<file path="config.mk">
export PLATFORM = sky130hd
export DESIGN_NAME = instr_exec
export DESIGN_NICKNAME = d
export VERILOG_FILES = /design/src/rtl/instr_exec.sv
export SDC_FILE = /design/constraint.sdc
export NUM_CORES = 1
export LEC_CHECK = 0
export ABC_AREA = 1
export BUFFER_PORTS_ARGS = -buffer_cell sky130_fd_sc_hd__buf_2
export CORE_ASPECT_RATIO = 1.1
export CORE_UTILIZATION = 52
export DETAILED_ROUTE_END_ITERATION = 7
export MAX_ROUTING_LAYER = met4
export PLACE_DENSITY = 0.83
export RECOVER_POWER = 25
export SETUP_SLACK_MARGIN = 0.5
export SKIP_LAST_GASP = 1
export SYNTH_ARGS = -nofsm -noshare
export SYNTH_HDL_FRONTEND = slang
export SYNTH_SLANG_ARGS = --single-unit
</file>
<file path="constraint.sdc">
create_clock -name clk -period 2 [get_ports clk]
set_clock_uncertainty 0.05 [all_clocks]
set_input_delay 0.2 -clock clk [delete_from_list [all_inputs] [get_ports clk]]
set_output_delay 0.2 -clock clk [all_outputs]
set_load 0.03 [all_outputs]
</file>
<file path="src/rtl/instr_exec.sv">
// instr_exec: single-issue accumulator execution stage.
//
// Accepts one 16-bit instruction per handshake ([15:13] opcode, [12] AM,
// [11:8] reserved, [7:0] operand) and runs it through IDLE -> DECODE ->
// (FETCH) -> EXEC. The result appears on acc the cycle the block returns
// to IDLE. Opcode 111 parks the FSM in HALT until reset.
//
// Optional feature: define INSTR_EXEC_DIRECT_EN to build the 16x8 register
// file, the FETCH state, direct addressing (AM=1) and STORE. Without it AM
// is ignored and STORE behaves as NOP.
//
// Ports:
//   clk          clock, rising edge
//   reset        synchronous active-high reset
//   instrWord    instruction word from the upstream stage
//   instr_valid  instrWord is valid this cycle
//   instr_ready  block accepts an instruction this cycle (IDLE only)
//   acc          accumulator
//   zero_flag    acc == 0 after the last ALU operation
//   carry_flag   carry/borrow from the last ADD/SUB
//   busy         FSM neither in IDLE nor in HALT
//   halted       FSM in HALT
module instr_exec (
    input  logic        clk,
    input  logic        reset,
    input  logic [15:0] instrWord,
    input  logic        instr_valid,
    output logic        instr_ready,
    output logic [7:0]  acc,
    output logic        zero_flag,
    output logic        carry_flag,
    output logic        busy,
    output logic        halted
);

    typedef enum logic [2:0] {StIdle, StDecode, StFetch, StExec, StHalt} state_e;

    state_e      r_state;
    logic [2:0]  r_opcode;
    logic [7:0]  r_operand;
    logic [7:0]  r_acc;
    logic        r_zero;
    logic        r_carry;
    logic        r_ready;
    logic        r_busy;
    logic        r_halted;

    logic [7:0]  w_op;
    logic [7:0]  w_result;
    logic        w_carry;
    logic        w_alu_op;
    logic [8:0]  w_sum;

`ifdef INSTR_EXEC_DIRECT_EN
    logic        r_am;
    logic [7:0]  r_fetched;
    logic [7:0]  r_regfile [16];
    logic        w_needs_fetch;
    logic        w_unused;

    assign w_unused      = ^instrWord[11:8];
    // Only data-consuming opcodes (LOAD..OR) honour direct addressing.
    assign w_needs_fetch = r_am && w_alu_op;
    assign w_op          = w_needs_fetch ? r_fetched : r_operand;
`else
    logic        w_unused;

    assign w_unused = ^instrWord[12:8];
    assign w_op     = r_operand;
`endif

    assign w_alu_op = (r_opcode >= 3'd1) && (r_opcode <= 3'd5);
    assign w_sum    = {1'b0, r_acc} + {1'b0, w_op};

    always_comb begin
        w_result = r_acc;
        w_carry  = r_carry;
        case (r_opcode)
            3'b001: w_result = w_op;
            3'b010: {w_carry, w_result} = w_sum;
            3'b011: begin
                w_result = r_acc - w_op;
                w_carry  = (w_op > r_acc);
            end
            3'b100: w_result = r_acc & w_op;
            3'b101: w_result = r_acc | w_op;
            default: begin
                w_result = r_acc;
                w_carry  = r_carry;
            end
        endcase
    end

    always_ff @(posedge clk) begin
        if (reset) begin
            r_state   <= StIdle;
            r_opcode  <= '0;
            r_operand <= '0;
            r_acc     <= '0;
            r_zero    <= 1'b1;
            r_carry   <= 1'b0;
            r_ready   <= 1'b1;
            r_busy    <= 1'b0;
            r_halted  <= 1'b0;
`ifdef INSTR_EXEC_DIRECT_EN
            r_am      <= 1'b0;
            r_fetched <= '0;
            for (int i = 0; i < 16; i++) begin
                r_regfile[i] <= '0;
            end
`endif
        end else begin
            case (r_state)
                StIdle: begin
                    if (instr_valid) begin
                        r_opcode  <= instrWord[15:13];
                        r_operand <= instrWord[7:0];
`ifdef INSTR_EXEC_DIRECT_EN
                        r_am      <= instrWord[12];
`endif
                        r_state   <= StDecode;
                        r_ready   <= 1'b0;
                        r_busy    <= 1'b1;
                    end
                end
                StDecode: begin
`ifdef INSTR_EXEC_DIRECT_EN
                    r_state <= w_needs_fetch ? StFetch : StExec;
`else
                    r_state <= StExec;
`endif
                end
`ifdef INSTR_EXEC_DIRECT_EN
                StFetch: begin
                    r_fetched <= r_regfile[r_operand[3:0]];
                    r_state   <= StExec;
                end
`endif
                StExec: begin
                    r_acc   <= w_result;
                    r_carry <= w_carry;
                    if (w_alu_op) begin
                        r_zero <= (w_result == 8'd0);
                    end
`ifdef INSTR_EXEC_DIRECT_EN
                    if (r_opcode == 3'b110) begin
                        r_regfile[r_operand[3:0]] <= r_acc;
                    end
`endif
                    r_busy <= 1'b0;
                    if (r_opcode == 3'b111) begin
                        r_state  <= StHalt;
                        r_halted <= 1'b1;
                    end else begin
                        r_state <= StIdle;
                        r_ready <= 1'b1;
                    end
                end
                StHalt: begin
                    r_state <= StHalt;
                end
                default: begin
                    r_state <= StIdle;
                    r_ready <= 1'b1;
                    r_busy  <= 1'b0;
                end
            endcase
        end
    end

    assign instr_ready = r_ready;
    assign acc         = r_acc;
    assign zero_flag   = r_zero;
    assign carry_flag  = r_carry;
    assign busy        = r_busy;
    assign halted      = r_halted;

endmodule

</file>
==> run metrics <==
wire length of the first global-routing pass=around 11 mm; nature of the critical path endpoint=flip-flop; syn_nets=400; cell chain of the critical path=inv_4 > ha_4 > fa_2 > inv_2 > nand3_1 > nand3_1 > nand2_1 > nand3_1 > nand4_1 > nor2_1 > nand3_1 > nand2_1; DR WL/cell=approximately 15 um; Critical Path Max Stage Delay=0.38 ns; Max clock buf depth=2; share of cells above drive strength 1=0.353; instance count of the mapped netlist=354; Num CTS Buffers=3; htree depth=1; Worst setup SP type=flip-flop; commonest non-fill, non-tap cell in the layout=sky130_fd_sc_hd__nand2_1; critical register-to-register path startpoint=acc[0]$_SDFFE_PP0P_; yosys synthesis warning count=0; num rows=24; global-route congestion overflow total=0; clock tree from TritonCTS=built; initial cell density of the core=0.554; total power=between 1.5 and 2 mW; terminus of the critical flop-to-flop path=zero_flag$_SDFFE_PP1P_; outcome=complete, no violations; final setup vio count=0; synthesized area divided by synthesized cell count=about 6.3 sq um; launching instance or port of the critical path=acc[0]$_SDFFE_PP0P_; highest ir drop seen on vdd=between 0.0004 and 0.0005 V; area after detailed placement=roughly 2600 sq um; number of sinks handled by clock tree synthesis=27; met2 capacity usage during global routing=0.513; antenna violations before repair=0; Worst Path Arrival=2.14 ns; die height=approximately 70 um; number of instances on the worst hold path=3; number of storage elements in the synthesis netlist=27; Seq/Total Area, Yosys=0.241; Worst path most repeated cell=sky130_fd_sc_hd__nand3_1; Final Hold Vio Count=0; number of distinct library cell variants in the gate-level netlist after synthesis=27; Hold Crit Class=in -> reg; Syn-to-layout area delta=33.9%; Post-Synthesis Cell Area=between 2000 and 2500 sq um; insertion delay to the later sink of the worst-skew pair=about 0.27 ns; pin count of the biggest net entering global routing=17; Routed WL=about 7 mm; highest-count cells in the layout ignoring fill and taps=51 x sky130_fd_sc_hd__nand2_1, 45 x sky130_fd_sc_hd__inv_1, 39 x sky130_fd_sc_hd__nor2_1, 29 x sky130_fd_sc_hd__nand3_1; cell type of the slowest stage on the worst timing path=sky130_fd_sc_hd__dfxtp_4; PwrDens=around 520 nW/um^2; RSZ-0062 raised after global routing=true; Worst Path Max Fanout=4; design area=approximately 3000 sq um; Final Cycle Share=0.983; origin of the worst min-delay path=instrWord[14]; busiest layer in global routing=met2; antenna diode count=0; Via density=slightly below 6; initial DRC count=204; number of buffers inserted for hold repair after clock tree synthesis=0; Clk Tree Root Cell=sky130_fd_sc_hd__clkbuf_8; number of maximum-capacitance constraint violations=0; timing-limited maximum frequency=between 0.5 and 0.6 GHz; relative slew slack=0.700; total track usage=0.311; met1 track demand over resource=0.385; Routability Congestion=around 0.98; critical path class=reg -> reg; number of cells traversed by the worst register-to-register path=12; remaining antenna violation count after routing=0; total of buffers placed on input and output ports=26; leakage dissipation=1.45 nW; Top Ports=32; actual slew at the worst max-slew pin=about 0.45 ns; capture point of the critical path=zero_flag$_SDFFE_PP1P_; total core area=4050 sq um; die footprint=approximately 4600 sq um; drc violations=0; Vias=approximately 2700; required time at the endpoint of the critical path=2.18 ns; clock slew at the register clock pins of the worst setup and hold paths=0.10 ns; worst setup slack for register-to-register paths=approximately 0.034 ns; Die W=64.7 um; post-layout min period=just under 2 ns; net count of the finished layout=~450; via count of the first global-routing pass=around 2300; Pre-Repair DR Iteration Count=5; met3 Use GR=0.0371; number of pins with negative max-slew slack in the final report=0; half-perimeter wire length after placement=4.69 mm
==> where the power goes <==
group | internal [mW] | switching (mW) | leakage [nW] | total [mW]
Clock | 0.143 | 0.175 | 0.0228 | 0.318
Sequential | 0.567 | 0.0437 | 0.231 | 0.611
Combinational | 0.256 | 0.391 | 1.19 | 0.647
Total | 0.966 | 0.610 | 1.45 | 1.58
==> stage by stage <==
| stage | hold WS [ns] | utilization | std cells | setup WS [ns] | TNS (ns) |
|---|---|---|---|---|---|
| after global routing | 0.176 | 0.742 | 454 | -0.119 | -0.222 |
| after CTS | 0.154 | 0.704 | 451 | 0.0781 | 0 |
| final | 0.145 | 0.742 | 454 | 0.0340 | 0 |
| after detailed placement | 0.421 | 0.643 | 432 | 0.0713 | 0 |
| after global placement | 0.396 | 0.643 | 432 | 0.0882 | 0 |
| after floorplan | 0.255 | - | 354 | 0.167 | 0 |
==> flip-flops by register name (all words and copies together) (netlist names) <==
register and flops:
r_operand 8, r_state 3, acc 8, instr_ready 1, zero_flag 1, r_opcode 3
carry_flag 1, busy 1, halted 1
==> critical path, delay by kind of cell, from the launching register on <==
family	cells	cell delay, ns
adder cells (fa/ha/maj)	2	0.51
flip-flops	1	0.38
AND/OR/NAND/NOR	8	0.83
buffers and inverters	2	0.14
==> Yosys cell counts <==
master | count | area (sq um)
sky130_fd_sc_hd__clkbuf_1 | 4 | 15.0
sky130_fd_sc_hd__nand2_1 | 66 | 248
sky130_fd_sc_hd__a21oi_1 | 26 | 130
sky130_fd_sc_hd__nor2_2 | 1 | 6.26
sky130_fd_sc_hd__a21oi_4 | 1 | 16.3
sky130_fd_sc_hd__o21bai_1 | 2 | 15.0
sky130_fd_sc_hd__a221o_1 | 1 | 10.0
sky130_fd_sc_hd__a211oi_1 | 3 | 22.5
sky130_fd_sc_hd__buf_2 | 3 | 15.0
sky130_fd_sc_hd__o21ai_0 | 21 | 105
sky130_fd_sc_hd__nand3_1 | 39 | 195
sky130_fd_sc_hd__o22ai_1 | 4 | 25.0
sky130_fd_sc_hd__nand4_1 | 9 | 56.3
sky130_fd_sc_hd__clkbuf_8 | 1 | 13.8
sky130_fd_sc_hd__nor3_1 | 5 | 25.0
sky130_fd_sc_hd__dfxtp_1 | 27 | 541
sky130_fd_sc_hd__a22oi_1 | 1 | 7.51
sky130_fd_sc_hd__inv_1 | 60 | 225
sky130_fd_sc_hd__nor2_1 | 46 | 173
sky130_fd_sc_hd__ha_1 | 25 | 313
sky130_fd_sc_hd__xor2_1 | 1 | 8.76
sky130_fd_sc_hd__o21a_1 | 1 | 7.51
sky130_fd_sc_hd__o211ai_1 | 1 | 7.51
sky130_fd_sc_hd__inv_2 | 2 | 7.51
sky130_fd_sc_hd__buf_6 | 1 | 11.3
sky130_fd_sc_hd__fa_1 | 2 | 40.0
sky130_fd_sc_hd__a21o_1 | 1 | 7.51
==> repair_timing <==
action                                  in CTS  in global routing
pin swaps                                   21                 30
resized for setup                           32                 41
endpoints found under the setup margin      11                 19
setup buffers                               15                  3
cloned                                       0                  0
==> per-layer routing <==
layer / wire length [um] / vias to the layer above / part of all wire
met5: 0 / - / 0
met4: 316 / 0 / 0.045
met3: 500 / 31 / 0.071
met2: 3360 / 139 / 0.48
met1: 2850 / 1232 / 0.41
li1: - / 1255 / -
==> layout make-up <==
cell class	count	area, sq um
Tap cell	52	65.1
Inverter	62	243
Fill cell	302	1040
Sequential cell	27	584
Multi-Input combinational cell	256	1730
Timing Repair Buffer	53	347
Clock buffer	4	45.0
==> cells by family after synthesis <==
group                      after synthesis  share of synthesized area
adders and majority gates               27                      0.157
buffers and inverters                   71                      0.128
DFF                                     27                      0.241
AOI/OAI and AO/OA                       62                      0.158
and+or+nand+nor                        166                      0.313
xor gates and xnor gates                 1                    0.00390
==> worst min-delay path by stage <==
| stage | end | slack [ns] |
|---|---|---|
| finish | r_opcode[1]$_SDFFE_PP0P_ | 0.15 |
| global route | r_operand[6]$_SDFFE_PP0P_ | 0.18 |
| CTS | r_opcode[1]$_SDFFE_PP0P_ | 0.15 |
| detailed placement | busy$_SDFFE_PP0P_ | 0.42 |
| global placement | halted$_SDFFE_PP0P_ | 0.40 |
| floorplan | instr_ready$_SDFFE_PP1P_ | 0.25 |
Power figures use the tool's default switching activity.
